## config.mk

```make
export PLATFORM = sky130hd
export DESIGN_NAME = umi_data_fragmenter
export DESIGN_NICKNAME = d
export VERILOG_FILES = /design/src/rtl/umi_data_fragmenter.sv
export SDC_FILE = /design/constraint.sdc
export NUM_CORES = 1
export LEC_CHECK = 0
export ABC_CLOCK_PERIOD_IN_PS = 24300
export BUFFER_PORTS_ARGS = -buffer_cell sky130_fd_sc_hd__buf_2
export CORE_MARGIN = 2
export CORE_UTILIZATION = 55
export CTS_BUF_LIST = sky130_fd_sc_hd__clkbuf_4 sky130_fd_sc_hd__clkbuf_8 sky130_fd_sc_hd__clkbuf_16
export CTS_CLUSTER_SIZE = 20
export DETAILED_ROUTE_END_ITERATION = 7
export GPL_ROUTABILITY_DRIVEN = 0
export PLACE_DENSITY = 0.8
export REMOVE_ABC_BUFFERS = 1
export SYNTH_ARGS = -nofsm -noshare
export SYNTH_HDL_FRONTEND = slang
export SYNTH_SLANG_ARGS = --single-unit
```

## constraint.sdc

```tcl
create_clock -name clk -period 24.3 [get_ports clk]
set_input_delay 3.645 -clock clk [delete_from_list [all_inputs] [get_ports clk]]
set_output_delay 3.645 -clock clk [all_outputs]
set_load 0.01 [all_outputs]
```

## src/rtl/umi_data_fragmenter.sv

```systemverilog
// umi_data_fragmenter
// Splits a wide UMI packet into flits of at most FB bytes each. Only writes,
// posted writes and read responses with ex=0 whose element size fits in FB
// are split; all other packets pass through as a single identical flit.
// Optional build macro: UMI_DATA_FRAGMENTER_ALIGN_EN -- when defined, every
// fragment also stops at an FB-aligned destination address boundary.
//
// Handshake: a transfer happens on a channel in any cycle where valid and
// ready are both high at the rising clock edge. Once valid is raised it
// stays high, and the payload stays stable, until that transfer occurs.
module umi_data_fragmenter #(
  parameter int CW = 32,
  parameter int AW = 64,
  parameter int DW = 128,
  parameter int FB = 4
) (
  input  logic          clk,
  input  logic          nreset,
  input  logic          umi_in_valid,
  input  logic [CW-1:0] umi_in_cmd,
  input  logic [AW-1:0] umi_in_dstaddr,
  input  logic [AW-1:0] umi_in_srcaddr,
  input  logic [DW-1:0] umi_in_data,
  output logic          umi_in_ready,
  output logic          umi_out_valid,
  output logic [CW-1:0] umi_out_cmd,
  output logic [AW-1:0] umi_out_dstaddr,
  output logic [AW-1:0] umi_out_srcaddr,
  output logic [DW-1:0] umi_out_data,
  input  logic          umi_out_ready,
  output logic          dbg_state
);

  localparam int NB = DW / 8;
  localparam int OW = $clog2(NB) + 1;

  localparam logic [4:0] OP_RESP_READ = 5'h02;
  localparam logic [4:0] OP_WRITE     = 5'h03;
  localparam logic [4:0] OP_POSTED    = 5'h05;

  typedef enum logic {IDLE = 1'b0, SEND = 1'b1} state_t;

  state_t        state;
  logic          rdy_en;    // keeps ready low while in reset, high from the first edge after
  logic          last_q;    // flit currently on the output is the packet's last
  logic [OW-1:0] off;       // byte offset of the next fragment to build
  logic [CW-1:0] pkt_cmd;
  logic [AW-1:0] pkt_dst;
  logic [AW-1:0] pkt_src;
  logic [DW-1:0] pkt_data;

  logic          accept;
  logic          load;
  logic [CW-1:0] sel_cmd;
  logic [AW-1:0] sel_dst;
  logic [AW-1:0] sel_src;
  logic [DW-1:0] sel_data;
  logic [OW-1:0] sel_off;
  logic [AW-1:0] frag_addr;
  logic [DW-1:0] shifted;
  logic          opc_ok;
  logic          frag_ok;
  logic          last_next;
  logic [CW-1:0] nxt_cmd;
  logic [AW-1:0] nxt_dst;
  logic [DW-1:0] nxt_data;
  logic [OW-1:0] nxt_off;
  int            off_i;
  int            unit;
  int            total;
  int            rem;
  int            chunk;
`ifdef UMI_DATA_FRAGMENTER_ALIGN_EN
  int            mis_base;
  int            mis_frag;
`endif

  // New input is taken when idle, or when the last fragment leaves this cycle.
  assign umi_in_ready = rdy_en & ((state == IDLE) | (last_q & umi_out_ready));
  assign dbg_state    = (state == SEND);

  // Build the next output flit, either fragment 0 of a new input or the
  // next fragment of the held packet.
  always_comb begin
    accept    = umi_in_valid & umi_in_ready;
    load      = accept | ((state == SEND) & umi_out_ready & ~last_q);
    sel_cmd   = accept ? umi_in_cmd     : pkt_cmd;
    sel_dst   = accept ? umi_in_dstaddr : pkt_dst;
    sel_src   = accept ? umi_in_srcaddr : pkt_src;
    sel_data  = accept ? umi_in_data    : pkt_data;
    sel_off   = accept ? '0 : off;
    off_i     = int'(sel_off);
    unit      = 32'd1 << sel_cmd[7:5];
    total     = (int'(sel_cmd[15:8]) + 1) * unit;
    frag_addr = sel_dst + AW'(sel_off);
    opc_ok    = (sel_cmd[4:0] == OP_WRITE) | (sel_cmd[4:0] == OP_POSTED) |
                (sel_cmd[4:0] == OP_RESP_READ);
    nxt_cmd   = sel_cmd;
    nxt_dst   = sel_dst;
    nxt_data  = sel_data;
    shifted   = '0;
    last_next = 1'b1;
`ifdef UMI_DATA_FRAGMENTER_ALIGN_EN
    mis_base  = 32'(sel_dst % AW'(FB));
    mis_frag  = 32'(frag_addr % AW'(FB));
    frag_ok   = opc_ok & ~sel_cmd[24] & (unit <= FB) &
                ((total > FB) | ((mis_base + total) > FB));
    // Stop at the next FB boundary, but never below one element.
    chunk     = FB - mis_frag;
    if (chunk < unit) chunk = unit;
`else
    frag_ok   = opc_ok & ~sel_cmd[24] & (unit <= FB) & (total > FB);
    chunk     = FB;
`endif
    rem = total - off_i;
    if (chunk > rem) chunk = rem;
    if (frag_ok) begin
      last_next       = (off_i + chunk) >= total;
      nxt_cmd[15:8]   = 8'((chunk >> sel_cmd[7:5]) - 1);
      nxt_cmd[22]     = sel_cmd[22] & last_next;
      nxt_dst         = frag_addr;
      shifted         = sel_data >> {sel_off, 3'b000};
      nxt_data        = '0;
      for (int i = 0; i < NB; i++) begin
        if (i < chunk) nxt_data[8*i +: 8] = shifted[8*i +: 8];
      end
    end else begin
      chunk = total;
    end
    nxt_off = OW'(off_i + chunk);
  end

  // IDLE/SEND state machine with registered output flit and held packet.
  always_ff @(posedge clk or negedge nreset) begin
    if (!nreset) begin
      state           <= IDLE;
      rdy_en          <= 1'b0;
      last_q          <= 1'b0;
      off             <= '0;
      pkt_cmd         <= '0;
      pkt_dst         <= '0;
      pkt_src         <= '0;
      pkt_data        <= '0;
      umi_out_valid   <= 1'b0;
      umi_out_cmd     <= '0;
      umi_out_dstaddr <= '0;
      umi_out_srcaddr <= '0;
      umi_out_data    <= '0;
    end else begin
      rdy_en <= 1'b1;
      if (load) begin
        if (accept) begin
          pkt_cmd  <= umi_in_cmd;
          pkt_dst  <= umi_in_dstaddr;
          pkt_src  <= umi_in_srcaddr;
          pkt_data <= umi_in_data;
        end
        state           <= SEND;
        umi_out_valid   <= 1'b1;
        umi_out_cmd     <= nxt_cmd;
        umi_out_dstaddr <= nxt_dst;
        umi_out_srcaddr <= sel_src;
        umi_out_data    <= nxt_data;
        off             <= nxt_off;
        last_q          <= last_next;
      end else if ((state == SEND) && umi_out_ready) begin
        state         <= IDLE;
        umi_out_valid <= 1'b0;
        off           <= '0;
        last_q        <= 1'b0;
      end
    end
  end

endmodule
```

==> results by group <==
Routing
  • Routed vias: 25700
  • Drt via density: 5.86
  • DR WL/cell: ~21 um
  • ANT nets after route: 0
  • Drt drc: 0
  • Drt pass-1 iters: 5
  • DR iter-0 viols: roughly 2400
  • Total wire length: 91300 um

Floorplan
  • Die Width: 232 um
  • Io pins: around 580
  • Core area: 0.0513 sq mm
  • Row cnt: 83
  • Die H: 232 um
  • Die area: 0.0537 sq mm
  • Initial Util: 55.6%

Global routing
  • GRT Residual Overflow: 0
  • First-pass GRT wire length: approximately 140000 um
  • Initial antenna violation count: 19
  • Vias in the first global route: between 20000 and 30000
  • Overall Global Routing Usage: about a third
  • Largest net degree at the start of global routing: approximately 230

Final layout
  • Total Nets Final: 4079
  • Syn-to-layout area delta: 17.6%
  • # fillers: 4214
  • Design area: 0.0335 sq mm
  • Share of layout cells above drive strength 1: 22.3%

Flow run
  • Max-cap violations: 0

Timing
  • Max Clock Freq: ~0.064 GHz
  • Total negative setup slack: 0 ps
  • Max Clock Skew: 45.9 ps
  • Pins Over Slew Limit: 0
  • Fin crit period: about 16000 ps
  • Worst slew margin: roughly 26%
  • Final hold violations: 0
  • Post-route clock period utilization: 63.9%
  • Worst-margin pin slew: between 1000 and 1500 ps
  • Unrepaired setup endpoints after global routing: false
  • Setup-failing EPs final: 0

Clock network
  • H-tree levels: 2
  • Cts bufs inserted: 53
  • CTS root buf: clkbuf_16
  • PostCTS Resize Cnt: 0
  • Reg clk slew, reported paths: roughly 60 ps
  • Clock buffer depth: 3
  • Setup bufs post-CTS: 0
  • CTS tree: built
  • CTS hold repair buffers: 0
  • CTS Sinks: 497
  • Worst skew pair latency: 620 ps

Setup path
  • CP Data Arrival Time: 15970 ps
  • Crit Path Class: in -> reg
  • Max incr delay on CP: 700 ps
  • Crit path required time: 24740 ps
  • Worst setup EP type: register
  • Worst Setup Start Kind: input port
  • Crit path max fanout: 26
  • WP buf/inv: 3
  • Critical path's slowest cell: nor2b_4
  • Cell family with most CP delay: simple AND/OR/NAND/NOR gates
  • Top cell by count, worst path: nor2_1

Synth
  • Post-synth top area share: 43.6%
  • Synth Register Bits: just under 500
  • Top post-synthesis cells by area: dfrtp_1, nand2_1, mux4_2, ha_1, mux2i_1
  • Cell Area, Synth: 0.0285 sq mm
  • Register area share after synthesis: 43.6%
  • Yosys cell types: 97
  • Syn. warnings: 0
  • Synthesized instance count: 3188
  • Area leader, netlist: dfrtp_1
  • Ys flop type: dfrtp_1
  • Mapped Avg Cell Area: 8.94 sq um
  • Asr flop ratio synth: 100%
  • Post-synth EDFFs: 0

Min path
  • Worst hold path type: reg -> reg

Placement
  • Placed cell area: ~0.032 sq mm
  • IO buf count: 582
  • Placed wire-length estimate: 64300 um

Power
  • Peak VDD IR: 0.105 mV
  • P_leak: 17.6 nW
  • Total power per unit cell area: 144 mW/mm^2

Outcome
  • Status: finished clean
==> synth_stat cells, types with 15 or more instances <==
master and n:
xor2_1 18, nor3_1 48, nor2_1 206, nand4_1 15
inv_1 174, a31oi_1 18, ha_1 94, buf_4 28
dfrtp_1 497, xnor2_1 69, mux2i_1 106, o211ai_1 38
and3_1 40, mux4_2 59, fa_1 44, o31ai_1 68
o21ai_1 18, a21oi_1 147, buf_2 30, o21ai_0 164
a21o_1 19, nand3_1 41, nand2_1 920, clkbuf_1 129
==> sequential cells by signal (all words and copies together) (netlist names), 5 cells and up <==
signal and cells:
pkt_cmd 9, pkt_dst 64, umi_out_cmd 32, umi_out_data 128
off 5, pkt_data 128, pkt_src 64, umi_out_dstaddr 64
==> worst paths after layout <==
path / start / end / slack (ps) / cells after the start
max: umi_out_ready / umi_out_cmd[22] / 8770 / 47
min: pkt_src[22] / pkt_src[22] / 470 / 2
max reg2reg: dbg_state / umi_out_cmd[22] / 11420 / 46
min reg2reg: pkt_src[22] / pkt_src[22] / 470 / 2
max in group asynchronous: nreset / pkt_data[52] / 18800 / 3
min in group asynchronous: nreset / umi_out_dstaddr[34] / 3100 / 1
==> cells in the final DEF, fill, tap and decap left out, types with 7 or more instances in the layout <==
master / netlist / routed
a211oi_1: 14 / 14
a21o_1: 19 / 19
a21oi_1: 147 / 147
a221oi_1: 7 / 7
a31oi_1: 18 / 18
and2_1: 7 / 7
and3_1: 40 / 40
buf_2: 30 / 581
buf_4: 28 / 26
clkbuf_16: 0 / 53
clkbuf_4: 0 / 12
clkbuf_8: 0 / 14
clkinv_2: 0 / 8
dfrtp_1: 497 / 497
diode_2: 0 / 12
fa_1: 44 / 44
ha_1: 94 / 94
inv_1: 174 / 173
mux2i_1: 106 / 105
mux4_2: 59 / 59
nand2_1: 920 / 916
nand2b_1: 9 / 9
nand3_1: 41 / 40
nand4_1: 15 / 15
nor2_1: 206 / 205
nor3_1: 48 / 48
o211ai_1: 38 / 38
o21a_1: 8 / 7
o21ai_0: 164 / 163
o21ai_1: 18 / 18
o31ai_1: 68 / 67
or3_1: 9 / 9
xnor2_1: 69 / 69
xor2_1: 18 / 18
==> kinds of logic after synthesis <==
kind of cell / count (synthesis) / share of synthesized area (%)
AO/OA/AOI/OAI: 572 / 12.7
XOR/XNOR: 89 / 2.83
adder cells (fa/ha/maj): 139 / 7.25
buffers and inverters: 381 / 5.55
flip-flops: 497 / 43.6
multiplexers: 170 / 8.64
other: 1 / 0.0132
AND/OR/NAND/NOR: 1339 / 19.4
==> area by class of cell <==
class / instances / area (sq um) / area share (%)
well taps: 680 / 851 / 2.54
clock buffers: 79 / 1610 / 4.80
diodes: 12 / 30.0 / 0.0896
repair buffers: 610 / 3160 / 9.42
clock inverters: 17 / 210 / 0.627
inverters: 177 / 664 / 1.98
flip-flops and latches: 497 / 12400 / 37.1
multi-input cells: 2310 / 14600 / 43.4
==> worst min-delay path, stage by stage, from the launching register on <==
cell	delay [ps]
dfrtp_1	330
nand2_1	50
nand2_1	50
==> through the flow <==
stage	worst slack [ps]	utilization, %	hold slack (ps)	cells	total power [mW]
6_report	8770	65.3	467	4382	4.82
5_1_grt	7980	65.3	491	4379	5.17
4_1_cts	9080	65.3	472	4370	4.79
3_5_place_dp	8470	61.7	457	4274	3.94
3_3_place_gp	8900	61.7	451	4274	3.87
2_1_floorplan	336	-	439	2984	3.24
==> where the power goes <==
group	switching [mW]	internal [mW]	leakage, nW	total (mW)
combinational	1.63	0.987	10.5	2.62
clock	0.345	0.491	0.914	0.837
sequential	0.206	1.17	6.13	1.37
==> metal layers <==
layer / up-vias / GRT usage [%] / wire length, um
li1: 11700 / - / -
met1: 12500 / 45.2 / 36700
met2: 1268 / 53.8 / 42100
met3: 251 / 7.14 / 8020
met4: 18 / 15.3 / 4290
met5: - / 0 / 158
Power figures use the tool's default switching activity.
